===== config.mk =====
export PLATFORM = sky130hd
export DESIGN_NAME = frame_sequencer
export DESIGN_NICKNAME = d
export VERILOG_FILES = /design/src/rtl/frame_sequencer_pkg.sv /design/src/rtl/frame_sequencer_slot_timer.sv /design/src/rtl/frame_sequencer.sv
export SDC_FILE = /design/constraint.sdc
export NUM_CORES = 1
export LEC_CHECK = 0
export CAP_MARGIN = 20
export CORE_MARGIN = 2
export CORE_UTILIZATION = 29
export CTS_BUF_LIST = sky130_fd_sc_hd__clkbuf_4 sky130_fd_sc_hd__clkbuf_8
export DETAILED_ROUTE_END_ITERATION = 10
export PLACE_DENSITY = 0.46
export SLEW_MARGIN = 20
export SYNTH_ARGS = -nofsm -noshare
export SYNTH_HDL_FRONTEND = slang
export SYNTH_SLANG_ARGS = --single-unit

===== constraint.sdc =====
create_clock -name clk -period 2 [get_ports clk]
set_clock_uncertainty 0.1 [all_clocks]
set_input_delay 0.2 -clock clk [delete_from_list [all_inputs] [get_ports clk]]
set_output_delay 0.2 -clock clk [all_outputs]
set_load 0.02 [all_outputs]

===== src/rtl/frame_sequencer_pkg.sv =====
// frame_sequencer_pkg: shared timeline constants and FSM encoding.
// Used by the sequencer and the slot-address datapath.
package frame_sequencer_pkg;

  typedef enum logic [1:0] {
    ST_IDLE = 2'd0,
    ST_REQ  = 2'd1,
    ST_RUN  = 2'd2
  } fs_state_e;

  localparam int DEF_SLOT_LEN  = 13;
  localparam int DEF_NUM_SLOTS = 16;

  function automatic int frame_len(
    input int slot_len,
    input int num_slots
  );
    return slot_len * num_slots;
  endfunction

  localparam int DEF_FRAME_LEN =
    frame_len(DEF_SLOT_LEN, DEF_NUM_SLOTS);

endpackage


===== src/rtl/frame_sequencer_slot_timer.sv =====
// frame_sequencer_slot_timer: mod-LEN tick counter within one slot.
// Ports: clk, rst (async high), en (advance), clr (to 0, wins), tc (at LEN-1).
module frame_sequencer_slot_timer #(
  parameter int LEN = 13
) (
  input  logic clk,
  input  logic rst,
  input  logic en,
  input  logic clr,
  output logic tc
);

  localparam int W = (LEN > 1) ? $clog2(LEN) : 1;
  localparam logic [W-1:0] LAST = W'(LEN - 1);

  logic [W-1:0] cnt_q;
  logic [W-1:0] cnt_d;

  always_comb begin
    cnt_d = cnt_q;
    if (clr) begin
      cnt_d = '0;
    end else if (en) begin
      cnt_d = (cnt_q == LAST) ? '0 : cnt_q + W'(1);
    end
  end

  always_ff @(posedge clk or posedge rst) begin
    if (rst) begin
      cnt_q <= '0;
    end else begin
      cnt_q <= cnt_d;
    end
  end

  assign tc = (cnt_q == LAST);

endmodule


===== src/rtl/frame_sequencer.sv =====
// frame_sequencer: playback timeline (frame count, slot address, slot handshake).
// In: start, stop, repeat_en, tick_en, slot_ack. Out: count, addr, slot_req,
// out_trig, busy, done. All outputs registered; rst async active-high.
module frame_sequencer
  import frame_sequencer_pkg::*;
#(
  parameter int SLOT_LEN  = DEF_SLOT_LEN,
  parameter int NUM_SLOTS = DEF_NUM_SLOTS,
  parameter int CNT_W     = 8,
  parameter int ADDR_W    = 4
) (
  input  logic              clk,
  input  logic              rst,
  input  logic              start,
  input  logic              stop,
  input  logic              repeat_en,
  input  logic              tick_en,
  input  logic              slot_ack,
  output logic [CNT_W-1:0]  count,
  output logic [ADDR_W-1:0] addr,
  output logic              slot_req,
  output logic              out_trig,
  output logic              busy,
  output logic              done
);

  if (SLOT_LEN < 2) begin : g_bad_len
    $error("frame_sequencer: SLOT_LEN must be >= 2");
  end
  if (NUM_SLOTS < 1 || NUM_SLOTS > (1 << ADDR_W)) begin : g_bad_slots
    $error("frame_sequencer: NUM_SLOTS out of range for ADDR_W");
  end
  if (frame_len(SLOT_LEN, NUM_SLOTS) > (1 << CNT_W)) begin : g_bad_cnt
    $error("frame_sequencer: frame does not fit in CNT_W");
  end

  localparam logic [ADDR_W-1:0] LAST_ADDR = ADDR_W'(NUM_SLOTS - 1);

  fs_state_e         state_q, state_d;
  logic [CNT_W-1:0]  count_q, count_d;
  logic [ADDR_W-1:0] addr_q, addr_d;
  logic              req_q, req_d;
  logic              busy_q, busy_d;
  logic              done_q, done_d;
  logic              trig_q, trig_d;
  logic              tmr_en;
  logic              tmr_clr;
  logic              tmr_tc;

  frame_sequencer_slot_timer #(
    .LEN (SLOT_LEN)
  ) u_slot_timer (
    .clk (clk),
    .rst (rst),
    .en  (tmr_en),
    .clr (tmr_clr),
    .tc  (tmr_tc)
  );

  always_comb begin
    state_d = state_q;
    count_d = count_q;
    addr_d  = addr_q;
    req_d   = req_q;
    busy_d  = busy_q;
    done_d  = 1'b0;
    tmr_en  = 1'b0;
    tmr_clr = 1'b0;

    if (stop) begin
      state_d = ST_IDLE;
      count_d = '0;
      addr_d  = '0;
      req_d   = 1'b0;
      busy_d  = 1'b0;
      tmr_clr = 1'b1;
    end else begin
      unique case (state_q)
        ST_IDLE: begin
          if (start) begin
            state_d = ST_REQ;
            count_d = '0;
            addr_d  = '0;
            req_d   = 1'b1;
            busy_d  = 1'b1;
          end
        end
        ST_REQ: begin
          if (slot_ack && req_q) begin
            state_d = ST_RUN;
            req_d   = 1'b0;
          end
        end
        ST_RUN: begin
          if (tick_en) begin
            // timer wraps to 0 by itself at slot end
            tmr_en = 1'b1;
            if (!tmr_tc) begin
              count_d = count_q + CNT_W'(1);
            end else if (addr_q != LAST_ADDR) begin
              count_d = count_q + CNT_W'(1);
              addr_d  = addr_q + ADDR_W'(1);
              state_d = ST_REQ;
              req_d   = 1'b1;
            end else begin
              done_d  = 1'b1;
              count_d = '0;
              addr_d  = '0;
              if (repeat_en) begin
                state_d = ST_REQ;
                req_d   = 1'b1;
              end else begin
                state_d = ST_IDLE;
                busy_d  = 1'b0;
              end
            end
          end
        end
        default: begin
          state_d = ST_IDLE;
          count_d = '0;
          addr_d  = '0;
          req_d   = 1'b0;
          busy_d  = 1'b0;
          tmr_clr = 1'b1;
        end
      endcase
    end
  end

  // registered alongside count, so it is high while count first reads 1
  assign trig_d = (count_q == '0) && (count_d == CNT_W'(1));

  always_ff @(posedge clk or posedge rst) begin
    if (rst) begin
      state_q <= ST_IDLE;
      count_q <= '0;
      addr_q  <= '0;
      req_q   <= 1'b0;
      busy_q  <= 1'b0;
      done_q  <= 1'b0;
      trig_q  <= 1'b0;
    end else begin
      state_q <= state_d;
      count_q <= count_d;
      addr_q  <= addr_d;
      req_q   <= req_d;
      busy_q  <= busy_d;
      done_q  <= done_d;
      trig_q  <= trig_d;
    end
  end

  assign count    = count_q;
  assign addr     = addr_q;
  assign slot_req = req_q;
  assign busy     = busy_q;
  assign done     = done_q;
  assign out_trig = trig_q;

endmodule


==> impl_metrics.json <==
{
  "outcome": "finished, final reports clean",
  "dp_hpwl_um": 2480,
  "drt_first_pass_iters": 6,
  "synth_area_um2": 1320,
  "fin_nets": 191,
  "worst_setup_path_start_kind": "flop",
  "maxSlewViolCount": 0,
  "die_area_um2": 5120,
  "synthToLayoutAreaGrowth_pct": 29.5,
  "slowest_stage": "dfrtp_1",
  "antenna_cells": 0,
  "grt_pass1_wl_um": 5420,
  "period_share_pct": 92.5,
  "min_period_ns": 1.85,
  "seqPwrFrac_pct": 46.3,
  "place.gp.congestion": 0.808,
  "grt.overflow.total": 0,
  "hold_path.class": "in2async",
  "grt_max_degree": 23,
  "ioPinCount": 23,
  "cts.htree.levels": 1,
  "synth-main-ff-cell": "dfrtp_1",
  "synth_edf_count": 0,
  "chipHeight_um": 71.5,
  "clockRootBuffer": "clkbuf_8",
  "slew_headroom_pct": 76.3,
  "synth_cell_types": 46,
  "end_kind": "flop",
  "critical_path_class": "reg2reg",
  "cts.path.max_buffers": 2,
  "use_met1_pct": 18.3,
  "post_cts_buffers": 0,
  "combinationalPowerShare_pct": 12.6,
  "grt_setup_unrepaired": "no",
  "setup_viol": 0,
  "crit_path_max_incr_delay_ns": 0.43,
  "async_flop_share_pct": 100,
  "netSwitchingPower_w": 0.000237,
  "busiest_layer": "met2",
  "p_sw_share_pct": 23.3,
  "syn_inst": 149,
  "syn_nets": 161,
  "clkPwrFrac_pct": 41.2,
  "initial_utilization_pct": 30.2,
  "cp_max_fo": 9,
  "fmax_ghz": 0.541,
  "critical_path_required_ns": 2.06,
  "ys_ff_latch": 22,
  "worst_slack_ns": 0.151,
  "drive_above_1_share_pct": 12.4,
  "routed_wl_um": 3230,
  "groute.usage.overall_pct": 13.5,
  "drt_iter0_markers": 51,
  "use_met2_pct": 21.5,
  "hold_viol_final": 0,
  "cts_buffers": 3,
  "rows": 24,
  "grt_antenna_before_repair": 0,
  "p_leak_nw": 0.716,
  "dp.cells": 226,
  "vias": 1220,
  "antenna_left": 0,
  "wl_per_cell_um": 14.0,
  "cap_violations": 0,
  "fin_tns_setup_ns": 0,
  "fin_cells": 230,
  "ys_warn_count": 0,
  "cts_tree": "built",
  "p_total_w": 0.00101,
  "synth_area_per_cell_um2": 8.88,
  "core-area_um2": 4380,
  "crit_chain": "ha_1 > and3_1 > buf_4 > a21oi_4 > inv_2 > o311ai_2",
  "postCtsHoldBufs": 0,
  "yosysSeqAreaShare_pct": 41.6,
  "die-width_um": 71.5,
  "vias_per_cell": 5.30,
  "internal_power_w": 0.000777,
  "arrival_ns": 1.91,
  "io_buffer_count": 22,
  "cts.sinks": 22,
  "clk_pin_slew_ns": 0.09,
  "power_density_nw_per_um2": 592,
  "drc": 0,
  "use_met3_pct": 3.80,
  "clk_latency_ns": 0.26,
  "vdd_ir_drop_max_v": 0.000456,
  "place_ws_ns": 0.0438,
  "grt_pass1_vias": 1121,
  "worstMarginPinSlew_ns": 0.352,
  "path_delay_family": "compound AO/OA/AOI/OAI gates",
  "critPathBufInv": 2
}
## tightest hold or removal path, stage by stage
cell and delay, ns:
clkdlybuf4s50_1 0.39, inv_1 0.05, buf_4 0.29
## flip-flops by register name, summed over array words and instances (netlist names)
signal,flops
u_slot_timer.cnt_q,4
busy,1
state_q,2
count,8
done,1
out_trig,1
slot_req,1
addr,4
## routing by layer
metal | wire (um) | vias up
met2 | 1550 | 27
met1 | 1530 | 591
met5 | 0 | -
met4 | 19 | 0
li1 | - | 600
met3 | 126 | 2
## placed cells by master, fill, tap and decap left out, types with 5 or more instances in the layout
master           count
a21oi_1             15
a31oi_1              6
buf_4               10
clkdlybuf4s50_1     22
dfrtp_1             22
ha_1                 5
inv_1               11
nand2_1             12
nand3_1              9
nor2_1              12
nor3_1               5
## Yosys cell counts, types with 2 or more instances
master    instances  share of area, %
a31oi_1           6               2.8
a21oi_1          15               5.7
nand4_1           4               1.9
inv_1            11               3.1
buf_6             2               1.7
o21ai_1           2              0.76
nand2_1          12               3.4
and3_1            4               1.9
mux2i_1           2               1.5
clkbuf_1          3              0.85
nor3_1            5               1.9
dfrtp_1          22                42
ha_1              5               4.7
nand3_1           9               3.4
nor2b_1           2              0.95
o21ai_0           3               1.1
nor4_1            2              0.95
nor2_1           12               3.4
## path summary, 6_finish.rpt
kind	end	slack [ns]	startpoint	cells after the start
setup reg to reg	count[5]	0.15	addr[0]	6
max in group asynchronous	count[3]	1.39	rst	3
hold reg to reg	count[7]	0.42	count[7]	1
setup / recovery	count[5]	0.15	addr[0]	6
hold / removal	addr[0]	0.17	rst	3
min in group clk	count[7]	0.42	count[7]	1
## cell families after synthesis
group | after synthesis | share of synthesized area [%]
compound gates | 43 | 22.4
fa+ha+maj | 5 | 4.73
buf+inv | 19 | 6.91
flops | 22 | 41.6
simple gates | 57 | 21.9
mux | 3 | 2.37
## repair_timing
item	4_1_cts	5_1_grt
gates resized for setup	0	1
setup endpoints to repair	0	1
endpoints found under the hold margin	0	0
## stage by stage
| step | instance area [um^2] | hold WS (ns) | util [%] |
|---|---|---|---|
| floorplan | 1320 | 0.0892 | - |
| global placement | 1640 | 0.402 | 37.3 |
| detailed placement | 1640 | 0.407 | 37.3 |
| CTS | 1710 | 0.184 | 39.0 |
| global route | 1710 | 0.192 | 39.1 |
| finish | 1710 | 0.172 | 39.1 |
## layout make-up
class / instances / area (um^2)
clock buffers: 3 / 41.3
clock inverters: 1 / 30.0
fillers: 440 / 2670
inverters: 12 / 45.0
multi-input cells: 108 / 686
flip-flops and latches: 22 / 551
well taps: 52 / 65.1
repair buffers: 32 / 295
## power by group through the flow
stage | Sequential (W) | Clock (W) | Combinational, W
6_report | 0.000469 | 0.000417 | 0.000128
5_1_grt | 0.000472 | 0.000460 | 0.000142
4_1_cts | 0.000469 | 0.000436 | 0.000129
3_5_place_dp | 0.000477 | 0 | 0.000129
3_3_place_gp | 0.000477 | 0 | 0.000128
2_1_floorplan | 0.000477 | 0 | 0.0000776
Power figures use the tool's default switching activity.
